--- config.mk ---
export PLATFORM = sky130hd
export DESIGN_NAME = mux_ccff_cfg_select
export DESIGN_NICKNAME = d
export VERILOG_FILES = /design/src/rtl/mux_ccff_cfg_select.sv
export SDC_FILE = /design/constraint.sdc
export NUM_CORES = 1
export LEC_CHECK = 0
export ABC_CLOCK_PERIOD_IN_PS = 2320
export BUFFER_PORTS_ARGS = -buffer_cell sky130_fd_sc_hd__buf_2
export CAP_MARGIN = 20
export CORE_ASPECT_RATIO = 0.7
export CORE_MARGIN = 2
export CORE_UTILIZATION = 50
export CTS_BUF_LIST = sky130_fd_sc_hd__clkbuf_4 sky130_fd_sc_hd__clkbuf_8 sky130_fd_sc_hd__clkbuf_16
export CTS_CLUSTER_SIZE = 30
export DETAILED_ROUTE_END_ITERATION = 7
export GPL_TIMING_DRIVEN = 0
export PLACE_DENSITY = 0.79
export SYNTH_ARGS = -nofsm -noshare
export SYNTH_HDL_FRONTEND = slang
export SYNTH_SLANG_ARGS = --single-unit
--- constraint.sdc ---
create_clock -name prog_clk -period 2.32 [get_ports prog_clk]
set_input_delay 0 -clock prog_clk [delete_from_list [all_inputs] [get_ports prog_clk]]
set_output_delay 0 -clock prog_clk [all_outputs]
set_load 0.01 [all_outputs]
--- src/rtl/mux_ccff_cfg_select.sv ---
// rtl/mux_ccff_cfg_select.sv - N:1 routing mux with serial config chain and checked commit
module mux_ccff_cfg_select #(
  parameter int NUM_INPUTS = 8,
  parameter int MEM_ENC    = 0,
  localparam int MEM_W     = (MEM_ENC == 0) ? NUM_INPUTS : $clog2(NUM_INPUTS)
) (
  input  logic                  prog_clk,
  input  logic                  pReset_n,
  input  logic                  ccff_head,
  input  logic                  cfg_shift_en,
  input  logic                  cfg_commit,
  input  logic [NUM_INPUTS-1:0] in,
  output logic                  ccff_tail,
  output logic                  out,
  output logic                  cfg_ack,
  output logic                  cfg_err,
  output logic                  cfg_valid,
  output logic [MEM_W-1:0]      mem_active
);

  localparam int CNT_W = $clog2(MEM_W + 1);
  localparam logic [CNT_W-1:0] CNT_FULL = CNT_W'(MEM_W);

  typedef enum logic [1:0] {
    S_EMPTY   = 2'd0,
    S_LOADING = 2'd1,
    S_FULL    = 2'd2
  } state_t;

  state_t             r_state;
  state_t             w_state_nxt;
  logic [CNT_W-1:0]   r_cnt;
  logic [CNT_W-1:0]   w_cnt_nxt;
  logic [MEM_W-1:0]   r_shadow;
  logic [MEM_W-1:0]   r_mem;
  logic               r_valid;
  logic               r_err;
  logic               r_ack;
  logic               w_legal;
  logic               w_accept;
  logic               w_shift;
  logic               w_out;

  // A shift is dropped whenever a commit is requested in the same cycle
  assign w_shift  = cfg_shift_en & ~cfg_commit;
  assign w_accept = cfg_commit & (r_state == S_FULL) & w_legal;

  generate
    if (MEM_ENC == 0) begin : g_onehot
      // At most one bit set; all-zero is a legal disconnected mux
      always_comb begin
        w_legal = ((r_shadow & (r_shadow - MEM_W'(1))) == '0);
      end

      // One-hot select: OR of gated inputs, zero until configured
      always_comb begin
        w_out = 1'b0;
        if (r_valid) begin
          w_out = |(in & r_mem);
        end
      end
    end else begin : g_binary
      // Binary select must address an existing input
      always_comb begin
        w_legal = ({1'b0, r_shadow} < (MEM_W + 1)'(NUM_INPUTS));
      end

      // Binary select: pick the addressed input, zero until configured
      always_comb begin
        w_out = 1'b0;
        if (r_valid) begin
          for (int i = 0; i < NUM_INPUTS; i++) begin
            if (r_mem == MEM_W'(i)) begin
              w_out = in[i];
            end
          end
        end
      end
    end
  endgenerate

  // Fill-level FSM next state and bit counter; any commit empties the chain
  always_comb begin
    w_state_nxt = r_state;
    w_cnt_nxt   = r_cnt;
    if (cfg_commit) begin
      w_state_nxt = S_EMPTY;
      w_cnt_nxt   = '0;
    end else if (w_shift) begin
      if (r_cnt != CNT_FULL) begin
        w_cnt_nxt = r_cnt + CNT_W'(1);
      end
      if ((r_cnt + CNT_W'(1)) >= CNT_FULL) begin
        w_state_nxt = S_FULL;
      end else begin
        w_state_nxt = S_LOADING;
      end
    end
  end

  // Fill-level FSM state register
  always_ff @(posedge prog_clk or negedge pReset_n) begin
    if (!pReset_n) begin
      r_state <= S_EMPTY;
      r_cnt   <= '0;
    end else begin
      r_state <= w_state_nxt;
      r_cnt   <= w_cnt_nxt;
    end
  end

  // Shadow chain shifts toward the tail; commit leaves it untouched
  always_ff @(posedge prog_clk or negedge pReset_n) begin
    if (!pReset_n) begin
      r_shadow <= '0;
    end else if (w_shift) begin
      if (MEM_W > 1) begin
        r_shadow <= {r_shadow[MEM_W-2:0], ccff_head};
      end else begin
        r_shadow <= ccff_head;
      end
    end
  end

  // Commit outcome: load active memory or raise the sticky error
  always_ff @(posedge prog_clk or negedge pReset_n) begin
    if (!pReset_n) begin
      r_mem   <= '0;
      r_valid <= 1'b0;
      r_err   <= 1'b0;
      r_ack   <= 1'b0;
    end else begin
      r_ack <= w_accept;
      if (w_accept) begin
        r_mem   <= r_shadow;
        r_valid <= 1'b1;
        r_err   <= 1'b0;
      end else if (cfg_commit) begin
        r_err   <= 1'b1;
      end
    end
  end

  assign ccff_tail  = r_shadow[MEM_W-1];
  assign out        = w_out;
  assign cfg_ack    = r_ack;
  assign cfg_err    = r_err;
  assign cfg_valid  = r_valid;
  assign mem_active = r_mem;

endmodule

==> results by group <==
Route
  • Routed wire per std cell: 13.5 um
  • Routed WL: 2140 um
  • DRT antenna net count: 0
  • DRT iter0 DRCs: 23
  • Drt drc: 0
  • Number of vias per cell: 5.44
  • TritonRoute pass-1 iters: 4
  • DR vias: 860

Logic synthesis
  • Synth cell count leaders: dfrtp_1, nor2_1, mux2_2
  • Synthesized flop and latch total: 25
  • Mapped Cells: 96
  • Synth Warn #: 0
  • Main synth FF type: dfrtp_1
  • Post-synth EDFFs: 0
  • Sequential cell area fraction in the yosys report: 53.4%
  • Async S/R FF share, synth: 100%
  • Cell area after synthesis: 1170 um^2
  • Post-synth top area share: between 50% and 60%
  • Cell variety after synth: 32
  • Most area-consuming cells after synthesis: dfrtp_1, mux2_2, mux2_4
  • Post-synth top area cell: dfrtp_1
  • Synth Net Count: approximately 110
  • Syn_area_per_cell: 12.2 um^2
  • Most frequent cell after synthesis: dfrtp_1

Hold path
  • Hold Path Origin: cfg_shift_en
  • Hold Path End: r_cnt[1]
  • Hold/Removal Path Class: input pin to flip-flop
  • WHS Path Cells: 3

Power
  • Power Internal: 817 uW
  • Sw Share: around a third
  • VDD IR max: 385 uV
  • Cell Pwr Density: 901 nW/um^2
  • Sequential fraction of design power: 54.9%
  • Clock power frac: between 10% and 20%
  • P_leak: ~0.65 nW
  • Overall power: 1.25 mW
  • Combinational cell fraction of total power: 30.0%
  • NetSw: 429 uW

Cells and area
  • Area grow syn2layout: 18.2%
  • Nets: 142
  • Fin cells: approximately 160
  • Fill cell count: about 180
  • Layout cell share with drive strength beyond 1: 37.3%
  • Core Util, Final: roughly 63%
  • Number of diodes: 0
  • Post-Layout Inst Area: 1380 um^2

Critical path
  • Kind of cell adding the most delay to the critical path: simple AND/OR/NAND/NOR gates
  • Worst Setup Start Kind: flip-flop
  • FF-to-FF Start: r_shadow[1]
  • Worst path slowest cell: dfrtp_1
  • Crit end category: flip-flop
  • Max FO, Critical Path: 8
  • R2R Path End: mem_active[1]
  • CP required: 2540 ps
  • Crit path DAT: roughly 2100 ps
  • CP max stage delay: 470 ps
  • Critical Path Stages: 5
  • CP Cell Sequence: nor4_2, nor2_2, or3_1, buf_6, mux2_4
  • Worst path bufs/invs: 1
  • Reg2reg path depth: 5
  • Critical path class: flip-flop to flip-flop
  • Register-to-Register Setup Slack: 400 ps

Global route
  • Initial antenna violation count: 0
  • First-pass GRT wire length: 3680 um
  • Pin count of the biggest net entering global routing: 26
  • Vias in the first global route: 806
  • GRT overflow: 0
  • GRT Util Overall: 18.6%

Floorplan
  • Die height: 44.5 um
  • Core area: 2190 um^2
  • IO Count: 26
  • Die area: 2750 um^2
  • Die X: 61.8 um
  • Initial Utilization: 53.5%
  • Site Rows: 14

Placement
  • Buffers on Ports: 23
  • GPL Wtd Cong: between 0.7 and 0.8
  • Pre-CTS setup slack: 408 ps
  • Detail Placement HPWL: 1650 um
  • Dpl cell area: 1330 um^2
  • Dpl cells: 151

Timing
  • Final setup viols: 0
  • Period utilization: 82.7%
  • Final hold slack: 47.9 ps
  • Setup TNS Final: 0 ps
  • Fin. max-slew vios: 0
  • Clk_skew: ~13 ps
  • Tmin final: about 1900 ps
  • Setup ws final: 402 ps
  • Slew HR: 64.0%
  • RSZ-0062 raised after global routing: false
  • Worst Max-Slew Pin Slew: ~540 ps
  • Hold Violations, Final: 0
  • Max Fclk: 0.521 GHz

Clocking
  • CTS tree: yes
  • Later-pin clock latency in the skew report: roughly 320 ps
  • CTS sink cnt: 25
  • Post_cts resized: 0
  • Root Buffer: clkbuf_4
  • Reg clk slew, reported paths: 130 ps
  • H-tree Lvls: 1
  • Clk buf depth: 2
  • TritonCTS buffer count: 3

Run
  • Max cap viols: 0

Run status
  • Status: finished clean
worst max path at each step:
stage | slack (ps) | start | endpoint
2_1_floorplan | 540 | r_shadow[1] | mem_active[0]
3_3_place_gp | 460 | r_shadow[1] | mem_active[0]
3_5_place_dp | 410 | r_shadow[1] | mem_active[1]
4_1_cts | 410 | r_shadow[1] | mem_active[1]
5_1_grt | 310 | r_shadow[1] | mem_active[3]
6_report | 400 | r_shadow[1] | mem_active[1]
registers in the layout, summed over array words and instances (netlist names):
| register | flops |
|---|---|
| cfg_ack | 1 |
| r_cnt | 4 |
| cfg_err | 1 |
| r_shadow | 8 |
| cfg_valid | 1 |
| mem_active | 8 |
| r_state | 2 |
power groups by stage:
stage	registers (mW)	logic [mW]	clock network [mW]
4_1_cts	0.681	0.379	0.194
2_1_floorplan	0.684	0.231	0
6_report	0.684	0.374	0.188
3_5_place_dp	0.691	0.375	0
5_1_grt	0.701	0.420	0.208
3_3_place_gp	0.683	0.359	0
metal layers:
metal	vias to the layer above	global-route usage (%)	wire [um]
met3	2	6.14	145
li1	410	-	-
met4	0	3.83	10
met5	-	0	0
met1	413	25.5	1000
met2	35	29.1	978
timing repair:
action,in CTS,in global routing
endpoints found under the hold margin,32,0
hold buffers,3,0
buffers inserted,0,0
cell type report:
cell class / instances / area, um^2 / share of cell area (%)
plain buffers: 4 / 26.3 / 1.90
clock buffers: 3 / 22.5 / 1.63
clock inverters: 1 / 5.00 / 0.362
inverters: 4 / 15.0 / 1.08
multi-input cells: 63 / 504 / 36.4
flip-flops and latches: 25 / 626 / 45.2
well taps: 32 / 40.0 / 2.89
repair buffers: 26 / 145 / 10.5
worst reg2reg max path, delay by kind of cell (launching register included):
| kind | cells | cell delay [ps] |
|---|---|---|
| buf+inv | 1 | 150 |
| flops | 1 | 470 |
| mux | 1 | 290 |
| simple gates | 3 | 910 |
cell usage in the layout, fill, tap and decap left out, drive strengths merged:
master,synthesis,layout
nand3b,1,1
nand3,3,3
buf,2,25
xor2,3,3
a211oi,1,1
inv,4,4
a32o,2,2
or3,1,1
ha,2,2
nand4,2,2
nor4,1,1
nand2b,1,1
a41oi,1,1
nor2,11,11
dlygate4sd3,0,3
nand2,4,4
mux2i,1,1
dfrtp,25,25
a22oi,6,6
and3b,1,1
o21bai,2,2
a21oi,2,2
a211o,2,2
o22ai,1,1
a22o,2,2
xnor2,1,1
mux2,12,12
clkinv,0,1
clkbuf,2,5
cells by family after synthesis:
family / Yosys count / synth area share (%)
multiplexers: 13 / 13.7
adder cells (fa/ha/maj): 2 / 2.14
AO/OA/AOI/OAI: 19 / 12.8
AND/OR/NAND/NOR: 25 / 11.4
buffers and inverters: 8 / 3.53
flip-flops: 25 / 53.4
XOR/XNOR: 4 / 2.99
No activity file was read; power rests on OpenSTA's default activity.
